$ cat src/rtl/uart_tx_arbiter_pkg.sv
// Shared definitions for the UART transmit arbiter: FSM state encoding and
// the default watchdog limit.
package uart_tx_arbiter_pkg;

  localparam int unsigned DEFAULT_TIMEOUT = 20000;

  typedef enum logic [1:0] {
    ST_IDLE  = 2'd0,
    ST_START = 2'd1,
    ST_WAIT  = 2'd2
  } arb_state_t;

endpackage

$ cat src/rtl/uart_tx_arbiter_rr_picker.sv
// Requester picker: finds the first valid requester searching upward from
// ptr with wraparound. Returns a one-hot grant plus its index.
// Build option UART_ARB_FIXED_PRIO_EN: lowest-index valid requester wins and
// ptr is ignored.
module rr_picker #(
  parameter int unsigned NREQ  = 2,
  parameter int unsigned IDX_W = $clog2(NREQ)
) (
  input  logic [NREQ-1:0]  valid,
  input  logic [IDX_W-1:0] ptr,
  output logic [NREQ-1:0]  grant,
  output logic [IDX_W-1:0] idx
);

`ifdef UART_ARB_FIXED_PRIO_EN
  logic ptr_unused;
  assign ptr_unused = ^ptr;

  // Fixed priority: the lowest valid index wins.
  always_comb begin
    logic found;
    grant = '0;
    idx   = '0;
    found = 1'b0;
    for (int unsigned i = 0; i < NREQ; i++) begin
      if (!found && valid[i]) begin
        found    = 1'b1;
        grant[i] = 1'b1;
        idx      = IDX_W'(i);
      end
    end
  end
`else
  // Round robin: scan NREQ candidates starting at ptr, wrapping at NREQ-1.
  always_comb begin
    logic        found;
    int unsigned cand;
    grant = '0;
    idx   = '0;
    found = 1'b0;
    cand  = 0;
    for (int unsigned off = 0; off < NREQ; off++) begin
      cand = (int'(ptr) + off) % NREQ;
      if (!found && valid[cand]) begin
        found       = 1'b1;
        grant[cand] = 1'b1;
        idx         = IDX_W'(cand);
      end
    end
  end
`endif

endmodule

$ cat src/rtl/uart_tx_arbiter.sv
// UART transmit arbiter: shares one TX serializer among NREQ byte sources.
// One byte per grant; valid/ready toward sources, start/done toward the
// transmitter, watchdog abort with a sticky error flag.
// Build option UART_ARB_FIXED_PRIO_EN selects fixed (lowest-index) priority
// instead of round robin; the rotation pointer then stays at zero.
module uart_tx_arbiter
  import uart_tx_arbiter_pkg::*;
#(
  parameter int unsigned NREQ    = 2,
  parameter int unsigned DATA_W  = 8,
  parameter int unsigned TIMEOUT = DEFAULT_TIMEOUT
) (
  input  logic                     clk,
  input  logic                     reset,
  input  logic [NREQ-1:0]          req_valid,
  input  logic [NREQ*DATA_W-1:0]   req_data,
  output logic [NREQ-1:0]          req_ready,
  output logic                     tx_start,
  output logic [DATA_W-1:0]        tx_data,
  input  logic                     tx_done,
  output logic [$clog2(NREQ)-1:0]  grant_id,
  output logic                     busy,
  output logic                     timeout_err
);

  localparam int unsigned IDX_W = $clog2(NREQ);
  localparam int unsigned WD_W  = (TIMEOUT > 1) ? $clog2(TIMEOUT) : 1;

  arb_state_t        state_q, state_d;
  logic [IDX_W-1:0]  rr_ptr_q, rr_ptr_d;
  logic [WD_W-1:0]   wd_q;
  logic [DATA_W-1:0] tx_data_q;
  logic [IDX_W-1:0]  grant_id_q;
  logic              timeout_err_q;
  logic [NREQ-1:0]   pick_grant;
  logic [IDX_W-1:0]  pick_idx;
  logic              accept;
  logic              wd_expired;

  rr_picker #(
    .NREQ  (NREQ),
    .IDX_W (IDX_W)
  ) u_picker (
    .valid (req_valid),
    .ptr   (rr_ptr_q),
    .grant (pick_grant),
    .idx   (pick_idx)
  );

  assign req_ready   = (state_q == ST_IDLE) ? pick_grant : '0;
  assign accept      = |(req_ready & req_valid);
  assign wd_expired  = (state_q == ST_WAIT) && (wd_q == WD_W'(TIMEOUT - 1));
  assign tx_start    = (state_q == ST_START);
  assign busy        = (state_q != ST_IDLE);
  assign tx_data     = tx_data_q;
  assign grant_id    = grant_id_q;
  assign timeout_err = timeout_err_q;

`ifdef UART_ARB_FIXED_PRIO_EN
  assign rr_ptr_d = '0;
`else
  assign rr_ptr_d = (pick_idx == IDX_W'(NREQ - 1)) ? '0 : pick_idx + IDX_W'(1);
`endif

  // Next-state logic: done or watchdog expiry both return to IDLE.
  always_comb begin
    state_d = state_q;
    unique case (state_q)
      ST_IDLE:  if (accept) state_d = ST_START;
      ST_START: state_d = ST_WAIT;
      ST_WAIT:  if (tx_done || wd_expired) state_d = ST_IDLE;
      default:  state_d = ST_IDLE;
    endcase
  end

  // State, latched byte/owner, rotation pointer, watchdog and sticky error.
  always_ff @(posedge clk) begin
    if (reset) begin
      state_q       <= ST_IDLE;
      rr_ptr_q      <= '0;
      wd_q          <= '0;
      tx_data_q     <= '0;
      grant_id_q    <= '0;
      timeout_err_q <= 1'b0;
    end else begin
      state_q <= state_d;
      if (accept) begin
        tx_data_q  <= req_data[pick_idx*DATA_W +: DATA_W];
        grant_id_q <= pick_idx;
        rr_ptr_q   <= rr_ptr_d;
      end
      if (state_q == ST_START) begin
        wd_q <= '0;
      end else if (state_q == ST_WAIT) begin
        wd_q <= wd_q + WD_W'(1);
      end
      // A done arriving on the expiry cycle wins over the watchdog.
      if (wd_expired && !tx_done) begin
        timeout_err_q <= 1'b1;
      end
    end
  end

endmodule

$ cat config.mk
export PLATFORM = sky130hd
export DESIGN_NAME = uart_tx_arbiter
export DESIGN_NICKNAME = d
export VERILOG_FILES = /design/src/rtl/uart_tx_arbiter_pkg.sv /design/src/rtl/uart_tx_arbiter_rr_picker.sv /design/src/rtl/uart_tx_arbiter.sv
export SDC_FILE = /design/constraint.sdc
export NUM_CORES = 1
export LEC_CHECK = 0
export ABC_CLOCK_PERIOD_IN_PS = 2000
export BUFFER_PORTS_ARGS = -buffer_cell sky130_fd_sc_hd__buf_2
export CAP_MARGIN = 10
export CELL_PAD_IN_SITES_DETAIL_PLACEMENT = 1
export CELL_PAD_IN_SITES_GLOBAL_PLACEMENT = 1
export CORE_UTILIZATION = 39
export DETAILED_ROUTE_END_ITERATION = 10
export PLACE_DENSITY = 0.78
export SYNTH_ARGS = -nofsm -noshare
export SYNTH_HDL_FRONTEND = slang
export SYNTH_SLANG_ARGS = --single-unit
$ cat constraint.sdc
create_clock -name clk -period 2 [get_ports clk]
set_input_delay 0.1 -clock clk [delete_from_list [all_inputs] [get_ports clk]]
set_output_delay 0.1 -clock clk [all_outputs]
set_load 0.05 [all_outputs]
==> reports/qor.csv, run 1 <==
metric,value,unit
outcome,completed,
routed_wl,3400,um
core,3360,um^2
vias,1253,
ant_nets,0,
synth-warning-count,0,
required,1900,ps
synth.most_common_cell,dfxtp_1,
min_period,1890,ps
crit_path_start_kind,flip-flop,
nNetsFinal,211,
cp_top_family,simple AND/OR/NAND/NOR gates,
die_area,3800,um^2
criticalPathCategory,flip-flop to output pin,
gp_congestion,0.830,
synth-main-ff-cell,dfxtp_1,
synth_top_cells_by_area,"dfxtp_1 40%, mux2i_1 6.5%, nor2_1 6.2%, a211oi_1 4.3%, nand4_1 3.2%",
fp-row-count,21,
finalSetupTns,0,ps
syn_area,1390,um^2
syn_to_final_growth,20.8,%
cpMaxStageDelayCell,dfxtp_1,
dr.pass1.iters,4,
finalNonFillerCells,234,
peakVddDrop,0.352,mV
antenna_found_initial,0,
worst_slew_margin_rel,0.619,
start_util,0.413,
dp.cells,228,
drc,0,
drt_iter0_markers,78,
path_clk_slew,160,ps
crit_path_end_kind,output pin,
ys_types,45,
p_per_area,769,nW/um^2
post_cts_buffers,0,
portBuffers,34,
diodes,0,
grt_max_degree,23,
postSynth.asyncResetShare,0,
power.leakage,0.735,nW
seq_area_frac_synth,0.404,
max-cap-violations,0,
finalSetupViolCount,0,
cp.arrival,1790,ps
cts_tree,done,
vias_per_cell,5.35,
fin_crit_sh,0.943,
worst_pin_slew,572,ps
path_buf_inv,3,
drive_gt1_frac,0.271,
htree_levels,1,
drv_slew,0,
hold_viol_final,0,
hold_path.class,primary input to flip-flop,
synthCells,152,
yosysTopAreaCell,dfxtp_1,
rsz0062_at_grt,no,
synth_common_cells,"28 x dfxtp_1, 23 x nor2_1, 9 x mux2i_1, 8 x a211oi_1, 8 x nand2_1",
io_pins,35,
clock_path_buffers,2,
place_hpwl,2550,um
grt.overflow.total,0,
crit_chain,nor2_4 -> inv_1 -> or2_2 -> inv_1 -> buf_2,
grt_pass1_vias,1211,
wire_per_inst,14.5,um
synth_fp_nets,174,
ys_ff_latch,28,
clock_skew,8.95,ps
syn_area_per_cell,9.14,um^2
synth-edff-count,0,
clockRootBuffer,clkbuf_4,
critPathMaxStageDelay,510,ps
fmax,530,MHz
holdWs,77.4,ps
cp_max_fo,13,
grt.total_usage,0.198,
cts_sinks,28,
grt_pass1_wl,5510,um
cts_buffers,3,
cpMostUsedCell,inv_1,
die_h,61.7,um
fp.dieW,61.7,um
insertion_delay,340,ps
synth_top_cell_area_share,0.404,
stage by stage:
step	util	power [W]	cell area, um^2	setup WS [ps]
floorplan	-	0.000844	1390	265
global placement	0.475	0.000907	1600	369
detailed placement	0.475	0.000920	1600	316
CTS	0.497	0.00129	1670	62.5
global route	0.499	0.00135	1680	15.6
finish	0.499	0.00129	1680	114
per-layer routing:
| metal | vias up | part of all wire | global-route usage | routed length, um |
|---|---|---|---|---|
| met2 | 27 | 0.52 | 0.353 | 1770 |
| met5 | - | 0 | 0 | 0 |
| met3 | 5 | 0.031 | 0.0357 | 105 |
| met4 | 0 | 0.011 | 0.0571 | 36 |
| met1 | 596 | 0.44 | 0.240 | 1480 |
| li1 | 625 | - | - | - |
cell type report:
class,instances,area [um^2]
fillers,435,1690
multi-input cells,112,772
flip-flops and latches,28,561
repair buffers,40,220
well taps,46,57.6
clock inverters,1,30.0
clock buffers,3,22.5
inverters,4,15.0
final timing paths:
| path | start | end | cells after the start | slack [ps] |
|---|---|---|---|---|
| worst max-delay path | state_q[1]$_SDFFE_PP0P_ | req_ready[1] | 5 | 110 |
| worst min-delay path | req_data[12] | tx_data[4]$_SDFFE_PP0P_ | 3 | 80 |
| worst max register to register | state_q[1]$_SDFFE_PP0P_ | wd_q[14]$_SDFFE_PP0N_ | 4 | 210 |
| worst min register to register | grant_id$_SDFFE_PP0P_ | grant_id$_SDFFE_PP0P_ | 2 | 480 |
state kept, by name (all words and copies together), names as in the netlist:
signal / flops
grant_id: 1
rr_ptr_q: 1
state_q: 2
timeout_err: 1
tx_data: 8
wd_q: 15
worst min-delay path, cell delays in order:
cell and delay [ps]:
buf_2 90, mux2i_1 110, a211oi_1 80
power breakdown:
part	switching (W)	leakage (nW)	internal (W)
logic	0.000201	0.478	0.0000916
registers	0.0000320	0.229	0.000588
clock network	0.000175	0.0279	0.000203
total	0.000408	0.735	0.000883
placed cells by master, fill, tap and decap left out, drive strengths merged, types with 5 or more instances in the layout:
master / synthesis / layout
a211oi: 8 / 8
nand4: 7 / 7
nand2b: 5 / 5
mux2i: 9 / 9
a21oi: 7 / 7
nor2: 23 / 23
nand2: 8 / 8
dfxtp: 28 / 28
buf: 6 / 38
xor2: 5 / 5
logic make-up after synthesis:
group           synth area share
compound gates             0.144
flops                      0.404
xor+xnor                  0.0568
mux                       0.0730
fa+ha+maj                0.00901
buf+inv                   0.0459
simple gates               0.268
timing repair:
item | in CTS | in global routing
hold buffers | 2 | 0
resized for setup | 1 | 1
endpoints found under the setup margin | 1 | 1
endpoints found under the hold margin | 2 | 0
(Power assumes the default switching activity.)
==> run 2: changes to the inputs <==
Settings changed: ABC_CLOCK_PERIOD_IN_PS 2000 to 2400, CORE_UTILIZATION 39 to 41, PLACE_DENSITY 0.78 to 0.81.
Clock period 2 ns to 2.4 ns, I/O delays scaled along.
==> run 2 against run 1 <==
Effect of this change: largest cell class unchanged; die area is 4.7% lower; clock power decreased by 17%; worst setup slack better by 190 ps; global-route usage grew 1.5 points; sequential share of layout area rose by 0.87 points; final cell count down 2.6%.
==> reports/qor.csv, run 2 (synthesis results as in run 1) <==
metric,value,unit
syn_to_final_growth,17.7,%
required,2280,ps
dr.pass1.iters,4,
grt_pass1_wl,5690,um
peakVddDrop,0.380,mV
antenna_found_initial,0,
postCtsResizedCells,0,
crit_chain,nor2_1 -> inv_1 -> or2_2 -> inv_1 -> buf_2,
finalNonFillerCells,228,
crit_path_start_kind,flip-flop,
cts_tree,done,
io_pins,35,
finalWorstSetupSlack,302,ps
drv_slew,0,
drive_gt1_frac,0.255,
grt.total_usage,0.213,
power.leakage,0.713,nW
core,3130,um^2
fmax,477,MHz
die_area,3620,um^2
crit_path_end_kind,output pin,
clock_skew,0.790,ps
clock_path_buffers,2,
max-cap-violations,0,
drc,0,
place_hpwl,2580,um
min_period,2100,ps
ff_latch_area,561,um^2
p_per_area,655,nW/um^2
vias,1222,
fp-row-count,20,
diodes,0,
criticalPathCategory,flip-flop to output pin,
drt_iter0_markers,42,
cpMaxStageDelayCell,dfxtp_1,
critPathMaxStageDelay,480,ps
grt.overflow.total,0,
fp.dieW,60.2,um
grt_pass1_vias,1247,
final_cell_area,1640,um^2
finalSetupTns,0,ps
rr_worst_depth,4,
cts_sinks,28,
worst_pin_slew,583,ps
vias_per_cell,5.36,
wire_per_inst,15.0,um
routed_wl,3430,um
hold_viol_final,0,
post_cts_buffers,0,
nNetsFinal,207,
ant_nets,0,
cts_buffers,3,
dp.cells,223,
holdBufCountCts,0,
min_path_cells,2,
htree_levels,1,
die_h,60.2,um
multi_input_area,764,um^2
start_util,0.444,
hold_path.class,primary input to flip-flop,
worst_slew_margin_rel,0.611,
cpMostUsedCell,inv_1,
layout_commonest_cell,buf_2,
placed_area,1570,um^2
path_buf_inv,3,
path_depth,5,
cp_max_fo,13,
final_cell_mix,"34 x buf_2, 28 x dfxtp_1, 23 x nor2_1",
max_flop_register,wd_q,
portBuffers,34,
outcome,completed,
finalSetupViolCount,0,
place_ws,539,ps
cp_top_family,simple AND/OR/NAND/NOR gates,
clockRootBuffer,clkbuf_4,
insertion_delay,330,ps
largest_reg_flops,15,
grt_max_degree,23,
fillers,399,
path_clk_slew,150,ps
rsz0062_at_grt,no,
gp_congestion,0.808,
fin_crit_sh,0.874,
cp.arrival,1980,ps
==> run 2: final timing paths <==
path,start,endpoint,slack (ps)
worst min register to register,grant_id$_SDFFE_PP0P_,grant_id$_SDFFE_PP0P_,480
worst max-delay path,state_q[1]$_SDFFE_PP0P_,req_ready[1],300
worst max register to register,state_q[1]$_SDFFE_PP0P_,wd_q[14]$_SDFFE_PP0N_,470
worst min-delay path,req_valid[1],rr_ptr_q$_SDFFE_PP0P_,30
==> run 2: worst reg2reg max path, stage by stage (launching register included) <==
cell and delay (ps):
dfxtp_1 640, and4b_1 400, nand3_2 150, or4_1 510, a21oi_1 170
==> run 2: area by class of cell <==
cell class | count | share of cell area
inverters | 4 | 0.00918
clock buffers | 3 | 0.0138
multi-input cells | 112 | 0.467
flip-flops and latches | 28 | 0.343
repair buffers | 36 | 0.115
well taps | 44 | 0.0337
clock inverters | 1 | 0.0184
==> run 2: metrics by stage <==
stage | total power [W] | utilization | hold slack (ps)
finish | 0.00107 | 0.523 | 30.9
global route | 0.00112 | 0.523 | 45.2
CTS | 0.00108 | 0.520 | 6.42
detailed placement | 0.000765 | 0.503 | 376
global placement | 0.000753 | 0.503 | 363
floorplan | 0.000703 | - | 216
==> run 2: routing by layer <==
metal	up-vias	part of all wire	GRT usage
li1	614	-	-
met3	4	0.042	0.0606
met5	-	0	0
met4	0	0.012	0.0432
met1	574	0.45	0.245
met2	30	0.50	0.386
==> run 2: power by group <==
part | internal (W) | leakage, nW | switching [W] | total [W]
clock network | 0.000169 | 0.0279 | 0.000146 | 0.000315
logic | 0.0000711 | 0.456 | 0.000169 | 0.000240
registers | 0.000490 | 0.229 | 0.0000252 | 0.000515
==> run 3: changes to the inputs <==
Settings changed: BUFFER_PORTS_ARGS -buffer_cell sky130_fd_sc_hd__buf_2 to default, CORE_UTILIZATION 41 to 49, DONT_BUFFER_PORTS from default to 1.
==> run 3 against run 2 <==
Effect of this change: combinational power fell by 37%; final cell count fell by 17%; critical endpoint unchanged; utilization rose by 7.3 points; largest cell class unchanged; first-iteration DRC count fell by 12%; highest routed layer unchanged.
==> reports/qor.csv, run 3 (synthesis results as in run 1) <==
metric,value,unit
power.leakage,0.604,nW
nNetsFinal,183,
r2r_setup_slack,320,ps
layout_commonest_cell,dfxtp_1,
syn_to_final_growth,10.1,%
insertion_delay,330,ps
worst_slew_margin_rel,0.459,
ff_latch_area,561,um^2
worst_pin_slew,809,ps
cts_tree,done,
fp-row-count,18,
clockRootBuffer,clkbuf_4,
crit_chain,nor2_1 -> inv_1 -> or2_2 -> inv_1,
peakVddDrop,0.479,mV
crit_path_end_kind,output pin,
path_clk_slew,150,ps
hold_path_end,tx_data[5]$_SDFFE_PP0P_,
routed_wl,3240,um
antenna_found_initial,0,
outcome,completed,
wire_per_inst,17.1,um
holdWs,12.3,ps
worstHoldStart,req_data[13],
timing.rr.start,state_q[1]$_SDFFE_PP0P_,
final_cell_mix,"28 x dfxtp_1, 23 x nor2_1, 10 x dlygate4sd3_1",
grt.overflow.total,0,
final_cell_area,1530,um^2
cpMaxStageDelayCell,dfxtp_1,
clock_path_buffers,2,
largest_reg_flops,15,
cp_max_fo,13,
critPathMaxStageDelay,480,ps
finalSetupViolCount,0,
multi_input_area,764,um^2
ant_nets,0,
netSwitchingFraction,0.335,
dr.pass1.iters,4,
drc,0,
grt_pass1_wl,5190,um
vias,1153,
clockPowerShare,0.240,
crit_path_start_kind,flip-flop,
min_path_cells,2,
die_area,3050,um^2
drive_gt1_frac,0.0875,
post_cts_buffers,0,
cts_sinks,28,
p_per_area,631,nW/um^2
fillers,303,
place_hpwl,2210,um
cp.arrival,2000,ps
io_pins,35,
finalSetupTns,0,ps
diodes,0,
clock_skew,7.13,ps
grt.total_usage,0.212,
pwr-share-seq,0.604,
htree_levels,1,
criticalPathCategory,flip-flop to output pin,
fp.dieW,55.2,um
fin_crit_sh,0.881,
r2r_end,grant_id$_SDFFE_PP0P_,
rr_worst_depth,5,
dp.cells,176,
core,2570,um^2
portBuffers,0,
finalNonFillerCells,190,
hold_path.class,primary input to flip-flop,
combPwrFrac,0.157,
rsz0062_at_grt,no,
min_period,2120,ps
drv_slew,0,
cts_buffers,3,
drt_iter0_markers,37,
grt_max_degree,22,
hold_viol_final,0,
cpMostUsedCell,inv_1,
placed_area,1390,um^2
crit_start,state_q[1]$_SDFFE_PP0P_,
start_util,0.541,
fmax,473,MHz
intPower,0.000641,W
gp_congestion,0.822,
vias_per_cell,6.07,
max_flop_register,wd_q,
die_h,55.2,um
grt_pass1_vias,1142,
max-cap-violations,0,
required,2280,ps
power_switching,0.000324,W
## run 3: how the worst max path moves through the flow
stage	slack, ps	to	cells past startpoint
after floorplan	650	req_ready[1]	5
after CTS	280	req_ready[1]	4
after global placement	630	wd_q[14]$_SDFFE_PP0N_	4
after detailed placement	550	wd_q[14]$_SDFFE_PP0N_	4
final	280	req_ready[1]	4
after global routing	140	req_ready[1]	4
## run 3: through the flow
step | util | setup slack (ps) | total power (W)
floorplan | - | 645 | 0.000703
global placement | 0.542 | 628 | 0.000711
detailed placement | 0.542 | 549 | 0.000720
CTS | 0.584 | 276 | 0.000972
global route | 0.596 | 142 | 0.00101
finish | 0.596 | 285 | 0.000965
## run 3: cell type report
type / instances / area share
clock buffers: 4 / 0.0237
inverters: 4 / 0.00982
multi-input cells: 112 / 0.500
flip-flops and latches: 28 / 0.367
well taps: 30 / 0.0245
repair buffers: 12 / 0.0753
## run 3: worst max-delay path: cells and delay by family (launching register included)
family	cells	cell delay [ps]
buf+inv	2	440
flops	1	480
simple gates	2	750
## run 3: repair_timing
action | in CTS | in global routing
hold buffers | 7 | 3
endpoints found under the setup margin | 0 | 0
endpoints found under the hold margin | 18 | 2
resized for setup | 0 | 0
## run 3: power by group through the flow
| stage | registers, W | clock network, W | logic (W) |
|---|---|---|---|
| 3_3_place_gp | 0.000591 | 0 | 0.000120 |
| 4_1_cts | 0.000582 | 0.000245 | 0.000144 |
| 2_1_floorplan | 0.000579 | 0 | 0.000124 |
| 5_1_grt | 0.000586 | 0.000262 | 0.000163 |
| 3_5_place_dp | 0.000593 | 0 | 0.000127 |
| 6_report | 0.000582 | 0.000231 | 0.000151 |
## run 3: metal layers
| layer | global-route usage | vias up | routed length (um) |
|---|---|---|---|
| met4 | 0.0750 | 0 | 46 |
| li1 | - | 568 | - |
| met1 | 0.277 | 556 | 1490 |
| met2 | 0.355 | 24 | 1590 |
| met5 | 0 | - | 0 |
| met3 | 0.0304 | 5 | 109 |
